## config.mk

```make
export PLATFORM = sky130hd
export DESIGN_NAME = ysyx_axi_rd_arb
export DESIGN_NICKNAME = d
export VERILOG_FILES = /design/src/rtl/ysyx_axi_rd_arb.sv
export SDC_FILE = /design/constraint.sdc
export NUM_CORES = 1
export LEC_CHECK = 0
export CAP_MARGIN = 10
export CELL_PAD_IN_SITES_DETAIL_PLACEMENT = 0
export CELL_PAD_IN_SITES_GLOBAL_PLACEMENT = 1
export CORE_UTILIZATION = 21
export CTS_CLUSTER_DIAMETER = 60
export DETAILED_ROUTE_END_ITERATION = 10
export PLACE_DENSITY_LB_ADDON = 0.1
export SLEW_MARGIN = 20
export SYNTH_ARGS = -nofsm -noshare
export SYNTH_HDL_FRONTEND = slang
export SYNTH_SLANG_ARGS = --single-unit
```

## constraint.sdc

```tcl
create_clock -name clock -period 1.8 [get_ports clock]
set_input_delay 0.36 -clock clock [delete_from_list [all_inputs] [get_ports clock]]
set_output_delay 0.36 -clock clock [all_outputs]
set_load 0.01 [all_outputs]
```

## src/rtl/ysyx_axi_rd_arb.sv

```systemverilog
// ysyx_axi_rd_arb: arbitrates IFU fetch and LSU load reads onto one AXI4 AR/R
// channel with a single outstanding transaction and INCR burst support.
//
// Ports
//   clock, reset          clock and asynchronous active-low reset
//   ifu_*                 IFU request (addr, burst length-1, lock) and R return
//   lsu_*                 LSU request (addr, size; single beat) and R return
//   io_master_*           AXI4 read address / read data channels
//
// Optional feature: define YSYX_RD_ARB_TIMEOUT_EN to enable an R-channel
// watchdog that answers a stalled transaction with an error beat after
// TIMEOUT idle cycles.
module ysyx_axi_rd_arb #(
  parameter int unsigned XLEN    = 32,
  parameter int unsigned IFU_ID  = 0,
  parameter int unsigned LSU_ID  = 1,
  parameter int unsigned TIMEOUT = 256
) (
  input  logic            clock,
  input  logic            reset,
  input  logic            ifu_arvalid,
  input  logic [XLEN-1:0] ifu_araddr,
  input  logic [7:0]      ifu_arlen,
  input  logic            ifu_lock,
  output logic            out_ifu_arready,
  output logic [XLEN-1:0] out_ifu_rdata,
  output logic            out_ifu_rvalid,
  output logic            out_ifu_rlast,
  output logic            out_ifu_rerr,
  input  logic            lsu_arvalid,
  input  logic [XLEN-1:0] lsu_araddr,
  input  logic [2:0]      lsu_arsize,
  output logic            out_lsu_arready,
  output logic [XLEN-1:0] out_lsu_rdata,
  output logic            out_lsu_rvalid,
  output logic            out_lsu_rerr,
  output logic            io_master_arvalid,
  input  logic            io_master_arready,
  output logic [XLEN-1:0] io_master_araddr,
  output logic [3:0]      io_master_arid,
  output logic [7:0]      io_master_arlen,
  output logic [2:0]      io_master_arsize,
  output logic [1:0]      io_master_arburst,
  input  logic            io_master_rvalid,
  output logic            io_master_rready,
  input  logic [XLEN-1:0] io_master_rdata,
  input  logic [3:0]      io_master_rid,
  input  logic [1:0]      io_master_rresp,
  input  logic            io_master_rlast
);

  localparam int unsigned ID_W  = 4;
  localparam int unsigned LEN_W = 8;

  localparam logic [1:0] IDLE  = 2'd0;
  localparam logic [1:0] ADDR  = 2'd1;
  localparam logic [1:0] DATA  = 2'd2;
  localparam logic [1:0] DRAIN = 2'd3;

  localparam logic GNT_IFU = 1'b0;
  localparam logic GNT_LSU = 1'b1;

  // The watchdog compare needs TIMEOUT-1 to be a meaningful count.
  if (TIMEOUT < 2) begin : g_timeout_chk
    $error("ysyx_axi_rd_arb: TIMEOUT must be at least 2");
  end

  logic [1:0]       state_q, state_d;
  logic             last_grant_q, last_grant_d;
  logic             grant_q, grant_d;
  logic [XLEN-1:0]  addr_q, addr_d;
  logic [LEN_W-1:0] len_q, len_d;
  logic [2:0]       size_q, size_d;
  logic [1:0]       burst_q, burst_d;
  logic [ID_W-1:0]  id_q, id_d;
  logic [LEN_W-1:0] beat_cnt_q, beat_cnt_d;

  logic             ifu_elig, lsu_elig, pick_lsu;
  logic             beat_v, beat_last, beat_err;
  logic [XLEN-1:0]  beat_data;
  logic             tmo_c;

`ifdef YSYX_RD_ARB_TIMEOUT_EN
  localparam int unsigned WD_W = $clog2(TIMEOUT) + 1;

  logic [WD_W-1:0] wd_q, wd_d;
  logic            wd_run, wd_clr;

  // Watchdog: counts stalled ADDR/DATA cycles, cleared by any channel progress.
  always_comb begin
    wd_run = (state_q == ADDR) || (state_q == DATA);
    wd_clr = !wd_run
           || ((state_q == ADDR) && io_master_arready)
           || ((state_q == DATA) && io_master_rvalid);
    tmo_c  = !wd_clr && (wd_q == WD_W'(TIMEOUT - 1));
    wd_d   = (wd_clr || tmo_c) ? '0 : wd_q + WD_W'(1);
  end

  always_ff @(posedge clock or negedge reset) begin
    if (!reset) wd_q <= '0;
    else        wd_q <= wd_d;
  end
`else
  assign tmo_c = 1'b0;
`endif

  // Next-state, grant and beat routing.
  always_comb begin
    state_d      = state_q;
    last_grant_d = last_grant_q;
    grant_d      = grant_q;
    addr_d       = addr_q;
    len_d        = len_q;
    size_d       = size_q;
    burst_d      = burst_q;
    id_d         = id_q;
    beat_cnt_d   = beat_cnt_q;

    out_ifu_arready   = 1'b0;
    out_lsu_arready   = 1'b0;
    io_master_arvalid = 1'b0;
    io_master_rready  = 1'b0;
    beat_v            = 1'b0;
    beat_last         = 1'b0;
    beat_err          = 1'b0;
    beat_data         = '0;

    ifu_elig = ifu_arvalid;
    lsu_elig = lsu_arvalid && !ifu_lock;
    // On a tie the requester that was not served last wins.
    pick_lsu = lsu_elig && (!ifu_elig || (last_grant_q == GNT_IFU));

    case (state_q)
      IDLE: begin
        if (ifu_elig || lsu_elig) begin
          state_d = ADDR;
          grant_d = pick_lsu;
          if (pick_lsu) begin
            out_lsu_arready = 1'b1;
            addr_d  = lsu_araddr;
            len_d   = '0;
            size_d  = lsu_arsize;
            burst_d = 2'b00;
            id_d    = ID_W'(LSU_ID);
          end else begin
            out_ifu_arready = 1'b1;
            addr_d  = ifu_araddr;
            len_d   = ifu_arlen;
            size_d  = 3'b010;
            burst_d = (ifu_arlen != '0) ? 2'b01 : 2'b00;
            id_d    = ID_W'(IFU_ID);
          end
        end
      end
      ADDR: begin
        io_master_arvalid = 1'b1;
        if (io_master_arready) begin
          state_d    = DATA;
          beat_cnt_d = '0;
        end else if (tmo_c) begin
          // Address never accepted: answer with an error beat and withdraw.
          beat_v       = 1'b1;
          beat_last    = 1'b1;
          beat_err     = 1'b1;
          state_d      = IDLE;
          last_grant_d = grant_q;
        end
      end
      DATA: begin
        io_master_rready = 1'b1;
        if (io_master_rvalid) begin
          beat_v     = 1'b1;
          beat_data  = io_master_rdata;
          beat_last  = io_master_rlast;
          beat_err   = (io_master_rresp != 2'b00)
                     || (io_master_rid != id_q)
                     || (io_master_rlast && (beat_cnt_q != len_q))
                     || (!io_master_rlast && (beat_cnt_q == len_q));
          beat_cnt_d = beat_cnt_q + LEN_W'(1);
          if (io_master_rlast) begin
            state_d      = IDLE;
            last_grant_d = grant_q;
          end else if (beat_cnt_q == len_q) begin
            // Slave is sending more beats than requested; swallow the rest.
            state_d      = DRAIN;
            last_grant_d = grant_q;
          end
        end else if (tmo_c) begin
          // Slave may still answer later, so discard whatever arrives.
          beat_v       = 1'b1;
          beat_last    = 1'b1;
          beat_err     = 1'b1;
          state_d      = DRAIN;
          last_grant_d = grant_q;
        end
      end
      DRAIN: begin
        io_master_rready = 1'b1;
        if (io_master_rvalid && io_master_rlast) state_d = IDLE;
      end
      default: state_d = IDLE;
    endcase

    out_ifu_rvalid = beat_v && (grant_q == GNT_IFU);
    out_ifu_rdata  = out_ifu_rvalid ? beat_data : '0;
    out_ifu_rlast  = out_ifu_rvalid && beat_last;
    out_ifu_rerr   = out_ifu_rvalid && beat_err;
    out_lsu_rvalid = beat_v && (grant_q == GNT_LSU);
    out_lsu_rdata  = out_lsu_rvalid ? beat_data : '0;
    out_lsu_rerr   = out_lsu_rvalid && beat_err;
  end

  // State and latched request fields.
  always_ff @(posedge clock or negedge reset) begin
    if (!reset) begin
      state_q      <= IDLE;
      last_grant_q <= GNT_LSU;
      grant_q      <= GNT_IFU;
      addr_q       <= '0;
      len_q        <= '0;
      size_q       <= '0;
      burst_q      <= '0;
      id_q         <= '0;
      beat_cnt_q   <= '0;
    end else begin
      state_q      <= state_d;
      last_grant_q <= last_grant_d;
      grant_q      <= grant_d;
      addr_q       <= addr_d;
      len_q        <= len_d;
      size_q       <= size_d;
      burst_q      <= burst_d;
      id_q         <= id_d;
      beat_cnt_q   <= beat_cnt_d;
    end
  end

  assign io_master_araddr  = addr_q;
  assign io_master_arid    = id_q;
  assign io_master_arlen   = len_q;
  assign io_master_arsize  = size_q;
  assign io_master_arburst = burst_q;

endmodule

```

==> impl_metrics.sql <==
INSERT INTO impl_metrics (metric_group, metric, value, unit) VALUES
('status', 'status', 'complete, but fails checks', ''),
('status', 'failed_checks', 'DRC, setup timing', ''),
('timing', 'fin_crit', '2.314', 'ns'),
('route', 'ant_nets', '0', ''),
('finish', 'antenna_cells_inserted', '0', ''),
('synth', 'synthTopCellsByCount', 'sky130_fd_sc_hd__nand2_1 (59), sky130_fd_sc_hd__dfrtp_1 (55), sky130_fd_sc_hd__o21ai_0 (44)', ''),
('grt', 'grt.overflow.total', '0', ''),
('critical_path', 'worstPathRequired', '1.44', 'ns'),
('synth', 'synth_top_cell_by_area', 'sky130_fd_sc_hd__dfrtp_1', ''),
('critical_path', 'critPathMaxStageDelay', '0.42', 'ns'),
('critical_path', 'critical_path_arrival', '1.95', 'ns'),
('synth', 'postSynthAreaPerCell', '8.972', 'um^2'),
('finish', 'layout_cells_sized_above_1', '37.93', '%'),
('min_path', 'min-delay-path-class', 'input pin to asynchronous set/reset pin', ''),
('route', 'dr_total_vias', '3696', ''),
('place', 'dp_hpwl', '8583', 'um'),
('power_and_ir_drop', 'cellPowerDensity', '1141', 'nW/um^2'),
('critical_path', 'cp_cell_sequence', 'xor2_1 > nor4_4 > buf_4 > and3b_2 > o41a_1 > buf_2', ''),
('floorplanning', 'io_pins', '243', ''),
('route', 'drc', '20', ''),
('synth', 'synth_flop_cell', 'sky130_fd_sc_hd__dfrtp_1', ''),
('floorplanning', 'die_width', '125.5', 'um'),
('synth', 'count_of_flip_flops_with_a_built_in_enable_after_synthesis', '0', ''),
('critical_path', 'endpoint_kind', 'primary output', ''),
('grt', 'grtUsageTotal', '15.46', '%'),
('critical_path', 'cpLargestDelayFamily', 'compound AO/OA/AOI/OAI gates', ''),
('critical_path', 'timing.critical_path.from_type', 'flip-flop', ''),
('floorplanning', 'core_region_area', '14700', 'um^2'),
('critical_path', 'timing_worst_setup_path_type', 'flip-flop to primary output', ''),
('timing', 'setup_ws', '-0.5141', 'ns'),
('critical_path', 'critical-path-slowest-cell', 'sky130_fd_sc_hd__o41a_1', ''),
('floorplanning', 'count_of_standard_cell_rows', '44', ''),
('grt', 'grt_pass1_wl', '19460', 'um'),
('route', 'drt_iter0_markers', '101', ''),
('clocking', 'clock_insertion_delay_worst_skew', '0.29', 'ns'),
('timing', 'report.final.setup_viol', '69', ''),
('timing', 'unrepaired_setup_endpoints_after_global_routing', 'yes', ''),
('floorplanning', 'die_h', '125.5', 'um'),
('timing', 'finalClockSkew', '0.006583', 'ns'),
('route', 'routed_wire_length', '12510', 'um'),
('power_and_ir_drop', 'post-layout-total-power', '8057', 'uW'),
('route', 'post_drt_via_cell_ratio', '4.343', ''),
('clocking', 'htreeDepth', '2', ''),
('grt', 'first_global_vias', '3776', ''),
('finish', 'syn_to_final_growth', '120.5', '%'),
('synth', 'synth_cell_types', '37', ''),
('synth', 'yosys.area.top_type_share', '42.97', '%'),
('critical_path', 'worstPathBufferInverterCount', '2', ''),
('synth', 'synth_top_cells_by_area', 'sky130_fd_sc_hd__dfrtp_1 (43%), sky130_fd_sc_hd__mux2i_1 (10%), sky130_fd_sc_hd__nand2_1 (6.9%), sky130_fd_sc_hd__o21ai_0 (6.9%), sky130_fd_sc_hd__and2_1 (6.6%)', ''),
('timing', 'achievable-frequency', '0.4321', 'GHz'),
('finish', 'fin_nets', '788', ''),
('place', 'place.port_buffers', '238', ''),
('timing', 'worst_slew_pin_slew', '0.5350', 'ns'),
('synth', 'synth_most_common_cell', 'sky130_fd_sc_hd__nand2_1', ''),
('power_and_ir_drop', 'leakagePower', '0.003449', 'uW'),
('synth', 'synth-seq-cells', '56', ''),
('clocking', 'clockBufferDepth', '2', ''),
('floorplanning', 'dieArea', '15750', 'um^2'),
('clocking', 'cts_buffer_count', '5', ''),
('critical_path', 'worst_r2r_endpoint', 'last_grant_q', ''),
('critical_path', 'setup.reg_to_reg.worst_slack', '0.07', 'ns'),
('grt', 'grt_antenna_before_repair', '1', ''),
('finish', 'filler_cell_count', '1433', ''),
('place', 'place_congestion', '0.7748', ''),
('synth', 'seq_area_frac_synth', '43.79', '%'),
('clocking', 'clock_sinks', '56', ''),
('clocking', 'cts.clk_slew.worst_paths', '0.07', 'ns'),
('timing', 'finalCritPeriodShare', '128.6', '%'),
('synth', 'synth_warnings', '0', ''),
('timing', 'timing_max_transition_violations_final', '0', ''),
('floorplanning', 'initial_utilization', '21.79', '%');
-- cells by family after synthesis --
| logic type | count (synthesis) | synth area share (%) |
|---|---|---|
| flops | 56 | 43.79 |
| simple gates | 160 | 26.52 |
| other cells | 1 | 0.1171 |
| compound gates | 59 | 10.35 |
| xor+xnor | 14 | 3.828 |
| fa+ha+maj | 1 | 0.3906 |
| mux | 32 | 10.00 |
| buf+inv | 34 | 5.000 |
-- report_power, final --
group / switching (uW) / total [uW] / internal [uW]
clock network: 457 / 1010 / 558
registers: 311 / 2110 / 1800
logic: 2100 / 4930 / 2830
-- through the flow --
stage | setup TNS [ns] | cell area, um^2 | setup slack, ns | utilization, % | hold WS (ns)
4_1_cts | -22.40 | 6755 | -0.5912 | 45.96 | 0.07028
6_report | -15.64 | 7063 | -0.5141 | 48.05 | 0.04539
5_1_grt | -21.15 | 7063 | -0.6086 | 48.05 | 0.06576
2_1_floorplan | -0.06611 | 3214 | -0.03306 | - | 0.06441
3_3_place_gp | -64.36 | 6032 | -0.7672 | 41.04 | 0.3910
3_5_place_dp | -66.42 | 6032 | -0.7769 | 41.04 | 0.3993
-- cell type report --
cell class | instances | area (um^2) | area share, %
clock inverters | 2 | 13.76 | 0.1949
clock buffers | 6 | 138.9 | 1.966
repair buffers | 330 | 3323 | 47.05
multi-input cells | 270 | 1942 | 27.49
inverters | 3 | 11.26 | 0.1594
well taps | 184 | 230.2 | 3.260
flip-flops and latches | 56 | 1404 | 19.88
-- flip-flops by register name, summed over array words and instances, names as in the netlist --
| signal | count |
|---|---|
| io_master_arburst | 1 |
| last_grant_q | 1 |
| beat_cnt_q | 8 |
| grant_q | 1 |
| io_master_arsize | 3 |
| io_master_araddr | 32 |
| io_master_arlen | 8 |
| state_q | 2 |
-- worst max-delay path by stage --
| stage | startpoint | end | slack [ns] | cells past startpoint |
|---|---|---|---|---|
| global placement | io_master_rvalid | out_ifu_rdata[8] | -0.77 | 7 |
| floorplan | io_master_arlen[7] | out_ifu_rerr | -0.03 | 4 |
| finish | beat_cnt_q[2] | out_lsu_rerr | -0.51 | 6 |
| detailed placement | io_master_rvalid | out_ifu_rerr | -0.78 | 7 |
| CTS | beat_cnt_q[0] | out_lsu_rerr | -0.59 | 6 |
| global route | beat_cnt_q[3] | out_lsu_rerr | -0.61 | 6 |
-- timing repair --
action | CTS | global route
endpoints found under the setup margin | 119 | 78
cloned | 6 | 0
gates resized for setup | 399 | 93
hold buffers | 0 | 0
buffers inserted | 44 | 14
pin swaps | 27 | 18
endpoints found under the hold margin | 0 | 0
-- cells in the final DEF, fill, tap and decap left out, drive strengths merged, types with 4 or more instances in the layout --
master,Yosys,routed
nand4,5,5
nor4,5,5
mux2i,32,32
dlygate4sd2,0,5
clkbuf,15,6
dfrtp,55,55
o21ai,45,45
clkdlybuf4s50,0,159
and2,34,34
and3,34,34
xor2,14,14
nor2,12,12
conb,1,4
buf,16,165
inv,3,4
nand2,59,59
-- routing by layer --
metal / up-vias / routed length [um] / global-route usage, %
met4: 2 / 219 / 4.017
met5: - / 9 / 0
li1: 1835 / - / -
met1: 1682 / 4530 / 16.53
met3: 16 / 1050 / 4.707
met2: 161 / 6698 / 29.22
(Power assumes the default switching activity.)
